==> src/rtl/filter_ctrl.sv <==
// rtl/filter_ctrl.sv - per-sample voice accumulate / filter handshake / mix sequencer
//
// Purpose: on each sample_tick captures three voices and a route mask, sums
// routed voices (filter path) and unrouted voices (bypass path), hands the
// saturated routed sum to the filter over a start/done handshake with timeout,
// and produces one saturated mixed output sample.
//
// Ports:
//   clk, rst_n                 clock, synchronous active-low reset
//   sample_tick                one-cycle frame start pulse
//   voice0..voice2, route      voice samples and filter route mask
//   clr_err                    clears sticky error flags
//   filt_start, filt_in        filter request and input sample
//   filt_done, filt_out        filter result handshake
//   mix_out, mix_valid         mixed sample and its update pulse
//   busy, overrun, timeout_err status and sticky errors
module filter_ctrl #(
  parameter int TIMEOUT = 16
) (
  input  logic       clk,
  input  logic       rst_n,
  input  logic       sample_tick,
  input  logic [7:0] voice0,
  input  logic [7:0] voice1,
  input  logic [7:0] voice2,
  input  logic [2:0] route,
  input  logic       clr_err,
  output logic       filt_start,
  output logic [7:0] filt_in,
  input  logic       filt_done,
  input  logic [7:0] filt_out,
  output logic [7:0] mix_out,
  output logic       mix_valid,
  output logic       busy,
  output logic       overrun,
  output logic       timeout_err
);

  typedef enum logic [1:0] {IDLE, ACC, FILT, MIX} state_t;

  localparam logic [7:0] TO_LAST = 8'(TIMEOUT - 1);

  state_t     state;
  logic [7:0] v0_q, v1_q, v2_q;
  logic [2:0] route_q;
  logic [9:0] racc, bacc;
  logic [1:0] idx;
  logic [7:0] cnt;
  logic [7:0] result;

  logic [7:0] cur_voice;
  logic       cur_route;
  logic [9:0] racc_nxt, bacc_nxt;
  logic [9:0] mix_sum;
  logic       ovr_set, tout_set;

  function automatic logic [7:0] sat8(input logic [9:0] x);
    return (x > 10'd255) ? 8'hFF : x[7:0];
  endfunction

  // Voice selected by idx and where it goes this ACC edge.
  always_comb begin
    cur_voice = v0_q;
    cur_route = route_q[0];
    case (idx)
      2'd1:    begin cur_voice = v1_q; cur_route = route_q[1]; end
      2'd2:    begin cur_voice = v2_q; cur_route = route_q[2]; end
      default: begin cur_voice = v0_q; cur_route = route_q[0]; end
    endcase
    racc_nxt = racc;
    bacc_nxt = bacc;
    if (cur_route) racc_nxt = racc + {2'b00, cur_voice};
    else           bacc_nxt = bacc + {2'b00, cur_voice};
    mix_sum = {2'b00, result} + bacc;
  end

  // Any tick outside IDLE (including the MIX edge) is dropped and flagged.
  assign ovr_set  = sample_tick && (state != IDLE);
  assign tout_set = (state == FILT) && !filt_done && (cnt == TO_LAST);
  assign busy     = (state != IDLE);

  always_ff @(posedge clk) begin
    if (!rst_n) begin
      state       <= IDLE;
      v0_q        <= '0;
      v1_q        <= '0;
      v2_q        <= '0;
      route_q     <= '0;
      racc        <= '0;
      bacc        <= '0;
      idx         <= '0;
      cnt         <= '0;
      result      <= '0;
      filt_start  <= 1'b0;
      filt_in     <= '0;
      mix_out     <= '0;
      mix_valid   <= 1'b0;
      overrun     <= 1'b0;
      timeout_err <= 1'b0;
    end else begin
      mix_valid <= 1'b0;

      // Set wins over a coincident clear.
      if (ovr_set)      overrun <= 1'b1;
      else if (clr_err) overrun <= 1'b0;
      if (tout_set)     timeout_err <= 1'b1;
      else if (clr_err) timeout_err <= 1'b0;

      case (state)
        IDLE: begin
          if (sample_tick) begin
            v0_q    <= voice0;
            v1_q    <= voice1;
            v2_q    <= voice2;
            route_q <= route;
            racc    <= '0;
            bacc    <= '0;
            idx     <= '0;
            state   <= ACC;
          end
        end
        ACC: begin
          racc <= racc_nxt;
          bacc <= bacc_nxt;
          idx  <= idx + 2'd1;
          if (idx == 2'd2) begin
            if (route_q != 3'b000) begin
              filt_start <= 1'b1;
              filt_in    <= sat8(racc_nxt);
              cnt        <= '0;
              state      <= FILT;
            end else begin
              result <= '0;
              state  <= MIX;
            end
          end
        end
        FILT: begin
          if (filt_done || tout_set) begin
            // On timeout the unfiltered input stands in for the result.
            result     <= filt_done ? filt_out : filt_in;
            filt_start <= 1'b0;
            filt_in    <= '0;
            state      <= MIX;
          end else begin
            cnt <= cnt + 8'd1;
          end
        end
        MIX: begin
          mix_out   <= sat8(mix_sum);
          mix_valid <= 1'b1;
          state     <= IDLE;
        end
        default: state <= IDLE;
      endcase
    end
  end

endmodule

==> config.mk <==
export PLATFORM = sky130hd
export DESIGN_NAME = filter_ctrl
export DESIGN_NICKNAME = d
export VERILOG_FILES = /design/src/rtl/filter_ctrl.sv
export SDC_FILE = /design/constraint.sdc
export NUM_CORES = 1
export LEC_CHECK = 0
export CORE_ASPECT_RATIO = 0.8
export CORE_MARGIN = 2
export CORE_UTILIZATION = 30
export CTS_CLUSTER_SIZE = 20
export DETAILED_ROUTE_END_ITERATION = 12
export PLACE_DENSITY = 0.47
export SLEW_MARGIN = 20
export SYNTH_ARGS = -nofsm -noshare
export SYNTH_HDL_FRONTEND = slang
export SYNTH_SLANG_ARGS = --single-unit
==> constraint.sdc <==
create_clock -name clk -period 4.8 [get_ports clk]
set_input_delay 1.2 -clock clk [delete_from_list [all_inputs] [get_ports clk]]
set_output_delay 1.2 -clock clk [all_outputs]
set_load 0.05 [all_outputs]
After elaboration in Yosys (flattened, before gate mapping)
Index checks and enable logic that the tools add are counted.
{"block": "totals", "out_inout_bits": 21, "reg_bits": 87, "input_bits": 40}
{"block": "classes", "reduce_logical": 19, "magnitude_cmp": 2, "eq_ne": 13, "addsub": 5, "mux": 37}
{"operator": "$mux 8", "n": 12}
{"operator": "$pmux 8 s2", "n": 4}
{"operator": "$pmux 10 s2", "n": 2}
{"operator": "$mux 10", "n": 3}
{"operator": "$add 10x8->10", "n": 2}
{"operator": "$gt 10x8->1 const B", "n": 2}
{"operator": "$ne 2x2->1 const B", "n": 6}
{"operator": "$reduce_and 4->1", "n": 3}
{"operator": "$add 8x10->10", "n": 1}
{"operator": "$reduce_bool 2->1", "n": 5}
{"operator": "$add 8x1->8 const B", "n": 1}
{"operator": "$eq 8x4->1 const B", "n": 1}
{"operator": "$mux 1", "n": 8}
{"operator": "$mux 2", "n": 4}
{"operator": "$pmux 2 s4", "n": 1}
{"operator": "$eq 2x2->1 const B", "n": 3}
{"operator": "$reduce_and 3->1", "n": 2}
{"operator": "$eq 2x1->1 const B", "n": 2}
{"operator": "$pmux 1 s2", "n": 2}
{"operator": "$pmux 2 s2", "n": 1}
{"operator": "$reduce_and 2->1", "n": 2}
{"operator": "$logic_and 1x1->1", "n": 3}
{"operator": "$reduce_bool 3->1", "n": 1}
{"operator": "$add 2x1->2 const B", "n": 1}
{"operator": "other kinds (4)", "n": 4}

Longest topological paths before layout
{"block": "logic_depth", "word_depth": 9, "depth_mapped": 15, "ltp_nobuf": 13}

Worst setup path after synthesis
No wires, ideal clock.
{"block": "synth_path", "kind": "register to register", "from": "register idx[0]", "to": "register filt_in[6]", "stages_incl_launch_ff": 16, "path_buffers": 2, "required_ps": 4648, "slack_ps": 1472, "setup_time_ps": 152, "arrival_time_ps": 3176, "path_cell_list": "dfxtp_1 inv_1 ha_1 clkbuf_1 clkbuf_1 nand2_1 o21ai_0 ha_1 inv_1 fa_1 nand2b_1 a211oi_1 o221a_2 nand2_1 o21ai_0 a41oi_1"}
{"block": "synth_via", "elab_chain_len": 9, "elab_cells_between_ends": 13, "classes_between": "1 x add/sub; 1 x order compare; 3 x eq/ne; 7 x mux; 1 x reduce/logical"}
{"item": "start, declared", "line": "47", "source": "logic [1:0] idx;"}
{"item": "start signal, assigned", "line": "125", "source": "idx <= idx + 2'd1;"}
{"item": "$eq 2x2->1 / $eq 2x1->1 (equally long branches)", "line": "65, 126"}
{"item": "$pmux 8 s2", "line": "65", "source": "case (idx)"}
{"item": "$add 10x8->10", "line": "72", "source": "if (cur_route) racc_nxt = racc + {2'b00, cur_voice};"}
{"item": "$mux 10", "line": "72"}
{"item": "$gt 10x8->1", "line": "58", "source": "return (x > 10'd255) ? 8'hFF : x[7:0];"}
{"item": "$mux 8", "line": "58"}
{"item": "$mux 8", "line": "127", "source": "if (route_q != 3'b000) begin"}
{"item": "$mux 8", "line": "126", "source": "if (idx == 2'd2) begin"}
{"item": "$pmux 8 s2", "line": "109", "source": "case (state)"}
{"item": "end signal, assigned", "line": "129", "source": "filt_in <= sat8(racc_nxt);"}
{"item": "end, declared", "line": "29", "source": "output logic [7:0] filt_in,"}
Several ways; a longest one is shown, not always the timed one. The select of a mux whose other input is x is not followed.
A chain may end at the register's enable or synchronous reset.

Final worst setup path
Ends and elaborated chain as after synthesis.

==> results.toml <==
[finish]
multiInputGateArea_um2 = 2990
diodes = 0
area_growth_pct = 21.7
n_fill_cell = 1629
layoutNonFillerInstCount = 876
seq_area_um2 = 1740
fin_nets = 731
layout-drive-gt1-share_pct = 7.41

[synth]
postSynthAreaPerCell_um2 = 8.09
synth_area_um2 = 4950
ys_ff_latch = 87
synth_nets = 686
async_flop_share_pct = 0
synth-seq-area-share_pct = 35.2
synth_edf_count = 0
synthFlopType = "dfxtp_1"
synth_cell_type_count = 61
yosys-top-cells-area = "dfxtp_1 35%, ha_1 8.1%, nand2_1 7.4%"
synthesis.instances = 611
synth_largest_area_cell = "dfxtp_1"
synth.top_cell.area_share_pct = 35.2
yosysWarningCount = 0

[pwr]
power.density_nw_per_um2 = 409
vdd_drop_max_mv = 0.216
total_power_mw = 2.46
leakage_nw = 2.30

[floorplan]
fp.dieH_um = 119
row_count = 41
die_x_um = 148
die_area_um2 = 17500
start_util_pct = 31.0
pin_count = 61
coreArea_um2 = 16000

[critical_path]
crit_start = "idx[0]"
cp_max_fo = 19
cp.arrival_ns = 3.77
cp.required_ns = 5.00
crit_path_start_kind = "flop"
r2r_start = "idx[0]"
r2r_slack_ns = 1.23
path_class = "reg2reg"
rr_worst_depth = 11
crit_path_end_kind = "flop"
max_stage_delay_ns = 0.49
cp_cell_sequence = "inv_1 -> ha_1 -> o21ai_0 -> inv_1 -> fa_1 -> nand2b_1 -> a211oi_1 -> o221a_2 -> nand2_1 -> o21ai_0 -> a41oi_1"
reg2reg_to = "filt_in[6]"
crit_slowest_cell = "ha_1"

[hold_path]
min_to = "v0_q[2]"
min_from = "v0_q[2]"
min_path_cells = 2
hp-class = "reg2reg"

[run_status]
status = "complete, no violations"

[detailed_routing]
wl_met2_um = 5590
drc = 0
dr_wl_met3_um = 715
routedWlPerCell_um = 15.5
vias_per_cell = 5.15
via_count = 4513
top_layer_used = "met4"
antenna_left = 0
detail_route.first_pass.iterations = 4
wl_met1_um = 6940
wl_um = 13500
drtIter0Drc = 250

[clock_network]
root_buffer = "clkbuf_16"
clk_pin_slew_worst_paths_ns = 0.06
clock_tree.buffer_depth = 2
htreeDepth = 3
cts.repair.resized = 0
cts_hold_buf = 0
cts_buffers = 9
post_cts_buffers = 0
cts_tree = "built"
clkSinkCount = 87
clkLatencyLatePin_ns = 0.35

[grt]
grt_max_degree = 46
grt-ovfl-total = 0
grt_first_pass_wirelength_um = 22000
grt_pass1_vias = 4243
grt.total_usage_pct = 15.8
grt_antenna_before_repair = 0

[timing]
final-setup-viol-count = 0
slew_viol_final = 0
final_hold_viol_count = 0
setup_tns_ns = 0
rsz0062_at_grt = "false"
fin_crit_ns = 3.57
tightest_slew_ns = 0.877
clock_skew_ns = 0.00767
finalCritPeriodShare_pct = 74.3
relSlewSlack_pct = 41.5
fmax_mhz = 280

[job]
maxCapViolCount = 0

[placed_design]
dp.cells = 860
port_buffers = 60
gp_congestion = 0.810
hpwl_um = 10400
-- critical path, delay by kind of cell (launching register included) --
kind                     cells  cell delay (ns)
adder cells (fa/ha/maj)      2             0.93
buffers and inverters        2             0.21
flip-flops                   1             0.38
AO/OA/AOI/OAI                5             1.65
AND/OR/NAND/NOR              2             0.26
-- metrics by stage --
stage / worst slack (ns) / area, um2 / hold WS [ns] / util (%)
after floorplan: 1.47 / 4950 / 0.436 / -
after global placement: 1.32 / 5710 / 0.455 / 35.8
after detailed placement: 1.21 / 5710 / 0.451 / 35.8
after CTS: 1.21 / 6020 / 0.459 / 37.7
after global routing: 0.762 / 6020 / 0.487 / 37.7
final: 1.23 / 6020 / 0.456 / 37.7
-- where the power goes --
part           leakage, nW  switching, mW  internal (mW)
sequential           0.706         0.0605          0.802
clock                0.149          0.296          0.433
combinational         1.45          0.579          0.292
total                 2.30          0.936           1.53
-- flip-flops by register name, indices dropped and copies added, names as in the netlist, 3 cells and up --
register  count
bacc         10
cnt           8
filt_in       8
mix_out       8
racc         10
result        8
route_q       3
v0_q          8
v1_q          8
v2_q          8
-- logic make-up (layout without fill, tap and decap cells) --
logic type,Yosys count,after routing,share of synthesized area [%]
AOI/OAI and AO/OA,180,180,23.9
xor gates and xnor gates,17,17,3.01
adders and majority gates,35,35,9.31
buffers and inverters,52,102,4.43
DFF,87,87,35.2
muxes,16,16,3.49
and+or+nand+nor,224,224,20.6
-- placed cells by master, fill, tap and decap left out, types with 17 or more instances in the layout --
cell type / n
inv_1: 20
o21ai_0: 26
a21oi_1: 65
clkdlybuf4s50_1: 60
dfxtp_1: 87
ha_1: 32
nand2_1: 98
nand3_1: 23
a22oi_1: 17
nor2_1: 51
-- metal layers --
metal / global-route usage, % / vias up
met5: 0 / -
met4: 5.35 / 0
met3: 3.91 / 21
met2: 23.6 / 114
met1: 22.2 / 2088
li1: - / 2290
-- cell usage after synthesis, types with 2 or more instances --
| cell type | number |
|---|---|
| a211o_1 | 3 |
| a211oi_1 | 9 |
| a21o_1 | 10 |
| a21oi_1 | 65 |
| a221oi_1 | 2 |
| a22oi_1 | 17 |
| a2bb2oi_1 | 2 |
| a311oi_1 | 6 |
| a31oi_1 | 7 |
| and2_1 | 5 |
| and3_1 | 5 |
| and4_1 | 3 |
| buf_6 | 3 |
| clkbuf_1 | 27 |
| dfxtp_1 | 87 |
| fa_1 | 3 |
| ha_1 | 32 |
| inv_1 | 20 |
| mux2_2 | 10 |
| mux2i_1 | 6 |
| nand2_1 | 98 |
| nand2b_1 | 6 |
| nand3_1 | 23 |
| nand4_1 | 3 |
| nor2_1 | 51 |
| nor2b_1 | 3 |
| nor3_1 | 8 |
| nor4b_1 | 2 |
| o211ai_1 | 6 |
| o21a_1 | 2 |
| o21ai_0 | 26 |
| o221a_2 | 9 |
| o31ai_1 | 2 |
| or2_2 | 5 |
| or3_1 | 2 |
| or4_1 | 3 |
| xnor2_1 | 8 |
| xor2_1 | 9 |
-- area by class of cell --
type | instances | share of cell area, %
Multi-Input combinational cell | 472 | 49.6
Sequential cell | 87 | 28.9
Timing Repair Buffer | 65 | 10.6
Tap cell | 215 | 4.47
Clock buffer | 12 | 4.26
Inverter | 21 | 1.31
Clock inverter | 4 | 0.852
-- how the worst max path moves through the flow --
stage                            end  slack [ns]  cells after the start
after floorplan           filt_in[6]        1.47                     15
after global routing      filt_in[6]        0.76                     13
after global placement    filt_in[6]        1.32                     11
final                     filt_in[6]        1.23                     11
after CTS                 filt_in[6]        1.21                     11
after detailed placement  filt_in[6]        1.21                     11
(Power assumes the default switching activity.)
